**src/rtl/serial_cla_subtractor.sv**
```systemverilog
// Multi-cycle unsigned subtractor: diff = a - b - borrow_in, one 4-bit borrow-lookahead slice per clock.
// Optional `SUB_SAT_EN: clamp diff to zero when the final borrow is set.
module serial_cla_subtractor #(
  parameter int unsigned WIDTH = 16
) (
  input  logic             clk,
  input  logic             rst,
  input  logic             start,
  input  logic [WIDTH-1:0] a,
  input  logic [WIDTH-1:0] b,
  input  logic             borrow_in,
  output logic             busy,
  output logic             done,
  output logic [WIDTH-1:0] diff,
  output logic             borrow_out
);

  localparam int unsigned NSLICE = WIDTH / 4;
  localparam int unsigned IDXW   = (NSLICE > 1) ? $clog2(NSLICE) : 1;

  typedef enum logic [0:0] {
    S_IDLE = 1'b0,
    S_BUSY = 1'b1
  } state_e;

  state_e            state_q, state_d;
  logic [IDXW-1:0]   idx_q, idx_d;
  logic [WIDTH-1:0]  a_q, a_d;
  logic [WIDTH-1:0]  b_q, b_d;
  logic              borrow_q, borrow_d;
  logic [WIDTH-1:0]  res_q, res_d;
  logic              busy_q, busy_d;
  logic              done_q, done_d;
  logic [WIDTH-1:0]  diff_q, diff_d;
  logic              borrow_out_q, borrow_out_d;

  logic [3:0]        x_c, y_c, g_c, p_c, s_c;
  logic [4:0]        c_c;
  logic [WIDTH-1:0]  res_next_c;

  // Borrow-lookahead slice on the low nibble of the shifting operands (a + ~b + ~borrow).
  always_comb begin
    x_c    = a_q[3:0];
    y_c    = ~b_q[3:0];
    g_c    = x_c & y_c;
    p_c    = x_c ^ y_c;
    c_c[0] = ~borrow_q;
    c_c[1] = g_c[0] | (p_c[0] & c_c[0]);
    c_c[2] = g_c[1] | (p_c[1] & g_c[0]) | (p_c[1] & p_c[0] & c_c[0]);
    c_c[3] = g_c[2] | (p_c[2] & g_c[1]) | (p_c[2] & p_c[1] & g_c[0])
           | (p_c[2] & p_c[1] & p_c[0] & c_c[0]);
    c_c[4] = g_c[3] | (p_c[3] & g_c[2]) | (p_c[3] & p_c[2] & g_c[1])
           | (p_c[3] & p_c[2] & p_c[1] & g_c[0])
           | (p_c[3] & p_c[2] & p_c[1] & p_c[0] & c_c[0]);
    s_c    = p_c ^ c_c[3:0];
    // Slice results enter at the top so the LSB slice lands at bit 0 after NSLICE shifts.
    res_next_c = (res_q >> 4) | (WIDTH'(s_c) << (WIDTH - 4));
  end

  always_comb begin
    state_d      = state_q;
    idx_d        = idx_q;
    a_d          = a_q;
    b_d          = b_q;
    borrow_d     = borrow_q;
    res_d        = res_q;
    busy_d       = busy_q;
    done_d       = 1'b0;
    diff_d       = diff_q;
    borrow_out_d = borrow_out_q;
    case (state_q)
      S_IDLE: begin
        if (start) begin
          state_d  = S_BUSY;
          busy_d   = 1'b1;
          a_d      = a;
          b_d      = b;
          borrow_d = borrow_in;
          idx_d    = '0;
          res_d    = '0;
        end
      end
      S_BUSY: begin
        a_d      = a_q >> 4;
        b_d      = b_q >> 4;
        borrow_d = ~c_c[4];
        res_d    = res_next_c;
        idx_d    = idx_q + 1'b1;
        if (idx_q == IDXW'(NSLICE - 1)) begin
          state_d      = S_IDLE;
          busy_d       = 1'b0;
          done_d       = 1'b1;
          idx_d        = '0;
          borrow_out_d = ~c_c[4];
`ifdef SUB_SAT_EN
          diff_d       = c_c[4] ? res_next_c : '0;
`else
          diff_d       = res_next_c;
`endif
        end
      end
      default: state_d = S_IDLE;
    endcase
  end

  always_ff @(posedge clk) begin
    if (rst) begin
      state_q      <= S_IDLE;
      idx_q        <= '0;
      a_q          <= '0;
      b_q          <= '0;
      borrow_q     <= 1'b0;
      res_q        <= '0;
      busy_q       <= 1'b0;
      done_q       <= 1'b0;
      diff_q       <= '0;
      borrow_out_q <= 1'b0;
    end else begin
      state_q      <= state_d;
      idx_q        <= idx_d;
      a_q          <= a_d;
      b_q          <= b_d;
      borrow_q     <= borrow_d;
      res_q        <= res_d;
      busy_q       <= busy_d;
      done_q       <= done_d;
      diff_q       <= diff_d;
      borrow_out_q <= borrow_out_d;
    end
  end

  assign busy       = busy_q;
  assign done       = done_q;
  assign diff       = diff_q;
  assign borrow_out = borrow_out_q;

endmodule
```
**config.mk**
```make
export PLATFORM = sky130hd
export DESIGN_NAME = serial_cla_subtractor
export DESIGN_NICKNAME = d
export VERILOG_FILES = /design/src/rtl/serial_cla_subtractor.sv
export SDC_FILE = /design/constraint.sdc
export NUM_CORES = 1
export LEC_CHECK = 0
export ABC_AREA = 1
export CORE_MARGIN = 1.5
export CORE_UTILIZATION = 30
export DETAILED_ROUTE_END_ITERATION = 10
export DONT_BUFFER_PORTS = 1
export GPL_TIMING_DRIVEN = 0
export PLACE_DENSITY = 0.42
export SYNTH_ARGS = -nofsm -noshare
export SYNTH_HDL_FRONTEND = slang
export SYNTH_SLANG_ARGS = --single-unit
```
**constraint.sdc**
```tcl
create_clock -name clk -period 1.3 [get_ports clk]
set_input_delay 0.065 -clock clk [delete_from_list [all_inputs] [get_ports clk]]
set_output_delay 0.065 -clock clk [all_outputs]
set_load 0.02 [all_outputs]
```
==> impl_metrics.csv, run 1 <==
group,metric,value,unit
worst_setup_path,worstPathRequired,1.51,ns
floorplanning,die_w,101,µm
global_routing,groute.usage.overall,0.165,
global_routing,maximum_number_of_pins_on_one_net_before_global_route_repair,14,
drt,post_drt_via_cell_ratio,4.61,
worst_setup_path,timing_worst_setup_path_type,"flip-flop to flip-flop",
yosys,synth-main-ff-cell,"sky130_fd_sc_hd__dfxtp_1",
yosys,share_of_synthesized_cell_area_in_full_adder_half_adder_and_majority_cells,0.0331,
final_layout,layout-area-overhead-vs-synth,29.8,%
drt,firstDrtPassIters,4,
placed_design,gpl.final_weighted_congestion,0.737,
drt,wire_per_inst,14.1,µm
timing,finalSetupViolations,0,
final_layout,fin_util,0.404,
placed_design,post_dp_cell_area,3050,µm²
global_routing,first_global_vias,2444,
final_layout,post-route-cell-area,3730,µm²
worst_setup_path,timing.critical_path.to_type,"flip-flop",
timing,timing_max_transition_violations_final,0,
yosys,synthArstFlopShare,0,
timing,layout_min_cycle_time,1.29,ns
final_layout,fillCellCount,985,
final_layout,seq_area,1350,µm²
floorplanning,die_area,10200,µm²
floorplanning,coreArea,9240,µm²
timing,maxClockFrequency,773,MHz
clock_tree,tritoncts,"built",
run_status,status,"complete, no violations",
yosys,yosys.area.top_type,"sky130_fd_sc_hd__dfxtp_1",
timing,worst_slew_margin_rel,0.599,
yosys,synthesized_area_fraction_occupied_by_ao_oa_aoi_and_oai_cells,0.158,
worst_setup_path,cp_max_fo,3,
clock_tree,cts.path.max_buffers,2,
floorplanning,ioPinCount,55,
yosys,postSynthAreaPerCell,7.79,µm²
yosys,synthDominantCellAreaShare,0.467,
floorplanning,initial_util,0.311,
yosys,synth.lib_cells_used.distinct,27,
yosys,post_synth_and_or_nand_nor_area_fraction,0.222,
pwr,p_leak,1.66,nW
timing,grt_setup_unrepaired,"true",
yosys,netlist_area,2870,µm²
clock_tree,cts_made_buffers,9,
hold_path,min_path_type,"primary input to flip-flop",
final_layout,design.final.nets,457,
drt,drc_violation_count_after_routing,0,
placed_design,buffer_ports.inserted,0,
yosys,syn_nets,412,
yosys,synth-edff-count,0,
floorplanning,placementRows,35,
worst_setup_path,worst-endpoint-arrival,1.51,ns
pwr,power_density,1300,nW/µm²
pwr,vdd_drop_max,693,µV
final_layout,antenna-diode-count,0,
drt,postRouteWirelength,7.72,mm
yosys,synth_top_family_by_area,"simple AND/OR/NAND/NOR gates",
clock_tree,cts_root_buffer,"sky130_fd_sc_hd__clkbuf_8",
final_layout,multiInputGateArea,1330,µm²
drt,antenna_left,0,
clock_tree,clkSlewWorstSetupHoldPaths,0.08,ns
placed_design,dp_hpwl,5.41,mm
timing,worst_pin_slew,0.602,ns
timing,worst_clock_skew,0.00735,ns
clock_tree,worst_skew_pair.late_latency,0.34,ns
yosys,synth.area.mux_share,0,
yosys,synth_sequential_area_ratio,0.467,
global_routing,antenna_found_initial,0,
job,maxCapViolCount,0,
yosys,ff_latch_count_synth,67,
global_routing,grt_first_pass_wirelength,12.6,mm
timing,post-route-period-util,0.996,
timing,finalHoldViolations,0,
worst_setup_path,worstSetupStartpointType,"flip-flop",
pwr,totalPowerFinal,4.87,mW
yosys,synth_top_cells_by_area,"sky130_fd_sc_hd__dfxtp_1, sky130_fd_sc_hd__nand2_1, sky130_fd_sc_hd__inv_1",
yosys,syn_inst,369,
drt,number_of_vias_in_the_routed_layout,2526,
clock_tree,clock_sinks,67,
final_layout,layout_cell_share_with_drive_strength_beyond_1,0.205,
clock_tree,htree_levels,3,
yosys,synth_commonest_cells,"sky130_fd_sc_hd__nand2_1, sky130_fd_sc_hd__dfxtp_1, sky130_fd_sc_hd__inv_1, sky130_fd_sc_hd__nand3_1, sky130_fd_sc_hd__a21oi_1",
global_routing,global_route.overflow_total,0,
floorplanning,die_height,101,µm
yosys,yosys.cell_count.top_type,"sky130_fd_sc_hd__nand2_1",
yosys,synth_warnings,0,
drt,initial_drt_markers,69,
yosys,synth_xor_xnor_area_share,0.00305,
==> cell families (layout without fill, tap and decap cells) <==
group / count (synthesis) / after routing
fa+ha+maj: 7 / 7
compound gates: 72 / 72
buf+inv: 77 / 127
simple gates: 145 / 145
flops: 67 / 67
xor+xnor: 1 / 1
==> per-layer routing <==
layer	wire, µm	track usage	vias up
met5	0	0	-
met4	80	0.0455	0
met1	3650	0.215	1168
met3	366	0.0479	6
li1	-	-	1288
met2	3630	0.267	64
==> path summary, 6_finish.rpt <==
| check | start | endpoint | slack, ns | cells past startpoint |
|---|---|---|---|---|
| worst max-delay path | b_q[2] | res_q[14] | 0.006 | 7 |
| worst min-delay path | a[7] | a_q[7] | 0.03 | 4 |
| worst max register to register | b_q[2] | res_q[14] | 0.006 | 7 |
| worst min register to register | res_q[7] | res_q[7] | 0.47 | 2 |
==> cell usage in the layout, fill, tap and decap left out, drive strengths merged, types with 6 or more instances in the layout <==
master,synthesis,layout
a21oi,26,26
a22o,13,13
a22oi,6,6
buf,20,29
clkbuf,1,11
dfxtp,67,67
dlygate4sd3,0,24
ha,6,6
inv,56,58
nand2,89,89
nand3,36,36
nor2,15,15
o21ai,20,20
==> final cells by class <==
| cell class | instances | area share |
|---|---|---|
| inverters | 56 | 0.0564 |
| repair buffers | 34 | 0.0856 |
| clock buffers | 9 | 0.0332 |
| clock inverters | 7 | 0.0265 |
| well taps | 129 | 0.0433 |
| plain buffers | 21 | 0.0366 |
| flip-flops and latches | 67 | 0.361 |
| multi-input cells | 225 | 0.357 |
==> per-stage QoR <==
stage | instances | hold WS [ns] | setup WS [ns] | setup TNS, ns
3_3_place_gp | 498 | 0.237 | -0.0976 | -0.462
2_1_floorplan | 369 | 0.230 | 0.00469 | 0
6_report | 548 | 0.0256 | 0.00562 | 0
3_5_place_dp | 498 | 0.238 | -0.117 | -0.536
5_1_grt | 548 | 0.0225 | -0.0429 | -0.199
4_1_cts | 547 | 0.00480 | -0.0105 | -0.0156
==> where the power goes <==
group	switching (mW)	internal [mW]	total [mW]
logic	0.408	0.321	0.729
clock network	0.853	1.09	1.95
registers	0.0561	2.13	2.19
==> worst max-delay path, stage by stage, from the launching register on <==
cell                       delay, ns
sky130_fd_sc_hd__dfxtp_2        0.32
sky130_fd_sc_hd__inv_2          0.07
sky130_fd_sc_hd__ha_4           0.20
sky130_fd_sc_hd__buf_6          0.12
sky130_fd_sc_hd__buf_4          0.13
sky130_fd_sc_hd__nand3b_1       0.16
sky130_fd_sc_hd__nand3_1        0.10
sky130_fd_sc_hd__a21oi_1        0.07
==> flip-flops by register name, indices dropped and copies added (netlist names) <==
| signal | flops |
|---|---|
| a_q | 16 |
| b_q | 16 |
| diff | 16 |
| res_q | 12 |
| idx_q | 2 |
| borrow_out | 1 |
| borrow_q | 1 |
| busy | 1 |
| done | 1 |
| state_q | 1 |
==> timing repair <==
item | CTS | global route
hold endpoints to repair | 24 | 0
endpoints found under the setup margin | 17 | 36
pin swaps | 12 | 14
resized for setup | 19 | 25
buffers inserted | 9 | 1
hold buffers | 24 | 0
(Power assumes the default switching activity.)
==> run 2: changes to the inputs <==
==> constraint.sdc (replaced) <==
create_clock -name clk -period 1.08 [get_ports clk]
set_input_delay 0.054 -clock clk [delete_from_list [all_inputs] [get_ports clk]]
set_output_delay 0.054 -clock clk [all_outputs]
set_load 0.02 [all_outputs]
==> run 2 against run 1 <==
The run now ends with setup timing left. Sequential share of layout area fell by 6.5 points. Core utilization increased by 9.4 points. Flip-flop and latch count unchanged. Worst setup slack worse by 0.21 ns. Final cell count grew 5.1%. Clock skew is 0.0035 ns higher. Sequential power rose by 22%. Power is 24% higher. Critical path depth rose by 1. Maximum frequency is 0.66% higher. Clock power up 5%. Critical endpoint is now res_q[15]. Highest routed layer unchanged.
==> impl_metrics.csv, run 2 (synthesis gave the netlist of run 1 again) <==
group,metric,value,unit
placed_design,post_dp_cell_area,3120,µm²
timing,layout_min_cycle_time,1.29,ns
global_routing,first_global_vias,2648,
floorplanning,placementRows,35,
clock_tree,worst_skew_pair.late_latency,0.35,ns
timing,finalSetupViolations,61,
global_routing,maximum_number_of_pins_on_one_net_before_global_route_repair,12,
worst_setup_path,cells_on_worst_reg2reg_path,8,
clock_tree,cts_made_buffers,9,
timing,worst_clock_skew,0.0108,ns
final_layout,antenna-diode-count,0,
floorplanning,coreArea,9240,µm²
worst_setup_path,reg2reg_setup_slack,-0.21,ns
drt,number_of_vias_in_the_routed_layout,2689,
pwr,power_density,1310,nW/µm²
run_status,violations,"setup timing",
global_routing,global_route.overflow_total,0,
worst_setup_path,worst-endpoint-arrival,1.56,ns
worst_setup_path,slowest_delay,0.32,ns
global_routing,grt_first_pass_wirelength,14.4,mm
worst_setup_path,crit_start,"b_q[2]",
clock_tree,clkSlewWorstSetupHoldPaths,0.07,ns
worst_setup_path,timing.critical_path.to_type,"flip-flop",
final_layout,layout-area-overhead-vs-synth,60.1,%
placed_design,dp_slack,-0.228,ns
clock_tree,post_cts_hold_buffer_count,31,
global_routing,antenna_found_initial,0,
floorplanning,initial_util,0.311,
worst_setup_path,setup.worst_path.end,"res_q[15]",
job,maxCapViolCount,0,
final_layout,layout.cells.most_common_list,"sky130_fd_sc_hd__nand2_1, sky130_fd_sc_hd__dfxtp_1, sky130_fd_sc_hd__inv_1",
worst_setup_path,cp_max_fo,4,
floorplanning,die_height,101,µm
final_layout,post-route-cell-area,4600,µm²
drt,firstDrtPassIters,4,
timing,final.setup.tns,-3.78,ns
worst_setup_path,path_depth,8,
timing,whs,0.00147,ns
clock_tree,clock_sinks,67,
final_layout,layout_cell_share_with_drive_strength_beyond_1,0.418,
drt,initial_drt_markers,79,
pwr,pwr-share-clk,0.339,
drt,postRouteWirelength,9.05,mm
clock_tree,cts_root_buffer,"sky130_fd_sc_hd__clkbuf_8",
pwr,vdd_drop_max,609,µV
worst_setup_path,critical_path_buf_inv_count,1,
final_layout,fin_util,0.498,
timing,maxClockFrequency,778,MHz
pwr,p_leak,2.00,nW
timing,worst_slew_margin_rel,0.580,
worst_setup_path,r2r-end,"res_q[15]",
placed_design,dp_hpwl,5.47,mm
drt,antenna_left,0,
pwr,power_switching_share,0.291,
drt,drc_violation_count_after_routing,0,
worst_setup_path,worstSetupStartpointType,"flip-flop",
worst_setup_path,timing_worst_setup_path_type,"flip-flop to flip-flop",
clock_tree,htree_levels,3,
timing,grt_setup_unrepaired,"true",
floorplanning,die_area,10200,µm²
worst_setup_path,critPathMostFrequentCell,"sky130_fd_sc_hd__nand2_2",
worst_setup_path,worstPathRequired,1.36,ns
pwr,combPwrFrac,0.220,
clock_tree,cts.path.max_buffers,2,
timing,timing_max_transition_violations_final,0,
worst_setup_path,family_with_the_most_delay_on_the_worst_path,"simple AND/OR/NAND/NOR gates",
timing,layout_setup_ws,-0.206,ns
pwr,netSwitchingPower,1.76,mW
global_routing,groute.usage.overall,0.194,
floorplanning,ioPinCount,55,
pwr,pwr-share-seq,0.442,
timing,finalHoldViolations,0,
timing,worst_pin_slew,0.630,ns
final_layout,final_common_cell,"sky130_fd_sc_hd__nand2_1",
floorplanning,die_w,101,µm
worst_setup_path,r2r_start,"b_q[2]",
clock_tree,tritoncts,"built",
placed_design,buffer_ports.inserted,0,
drt,wire_per_inst,15.7,µm
timing,post-route-period-util,1.19,
hold_path,min_path_type,"primary input to flip-flop",
run_status,status,"finished, violations left",
placed_design,gpl.final_weighted_congestion,0.781,
final_layout,design.final.nets,486,
worst_setup_path,crit_path_top_delay_cell,"sky130_fd_sc_hd__dfxtp_2",
drt,post_drt_via_cell_ratio,4.67,
worst_setup_path,cp_cell_sequence,"inv_2 -> ha_4 -> or2_4 -> nand2_2 -> nand2_1 -> nand2_2 -> nand3_2 -> a21oi_2",
pwr,internal_power,4.28,mW
run 2: changes by cell type in the layout (fill, tap and decap cells not counted), sizes merged:
cell and delta:
buf +23, bufinv -1, clkbuf -1, inv -1, dlygate4sd3 +7, clkinvlp +1
run 2: final cells by class:
| type | instances | area, µm² |
|---|---|---|
| inverters | 56 | 239 |
| plain buffers | 19 | 193 |
| repair buffers | 64 | 734 |
| repair inverters | 1 | 8.76 |
| fillers | 889 | 4640 |
| multi-input cells | 225 | 1720 |
| flip-flops and latches | 67 | 1360 |
| clock inverters | 5 | 55.1 |
| clock buffers | 10 | 128 |
| well taps | 129 | 161 |
run 2: worst min path at each step:
stage | start | cells past startpoint | to | slack (ns)
after global placement | b[14] | 2 | b_q[14] | 0.23
final | b[3] | 4 | b_q[3] | 0.001
after floorplan | a[12] | 2 | a_q[12] | 0.22
after detailed placement | b[14] | 2 | b_q[14] | 0.23
after global routing | rst | 2 | a_q[13] | -0.007
after CTS | rst | 2 | a_q[13] | -0.008
run 2: timing repair:
action	4_1_cts	5_1_grt
resized for setup	146	59
endpoints found under the hold margin	31	1
pin swaps	43	30
endpoints found under the setup margin	60	66
setup buffers	24	1
cloned	10	0
run 2: through the flow:
step	cells	power, mW
6_report	576	6.04
5_1_grt	576	6.31
2_1_floorplan	369	3.20
3_3_place_gp	498	3.38
4_1_cts	578	5.95
3_5_place_dp	498	3.38
run 2: power groups by stage:
stage	Sequential [mW]	Combinational [mW]	Clock [mW]
floorplan	2.68	0.524	0
global placement	2.70	0.682	0
detailed placement	2.70	0.686	0
CTS	2.65	1.22	2.08
global route	2.68	1.44	2.20
finish	2.67	1.33	2.05
run 2: layer usage:
| layer | share of wire | GRT usage |
|---|---|---|
| met5 | 0 | 0 |
| met4 | 0.0076 | 0.0563 |
| met3 | 0.055 | 0.0444 |
| met2 | 0.47 | 0.307 |
| met1 | 0.47 | 0.263 |
run 2: worst min-delay path: cells and delay by family:
kind	cells	cell delay (ns)
compound gates	2	0.19
buf+inv	2	0.07
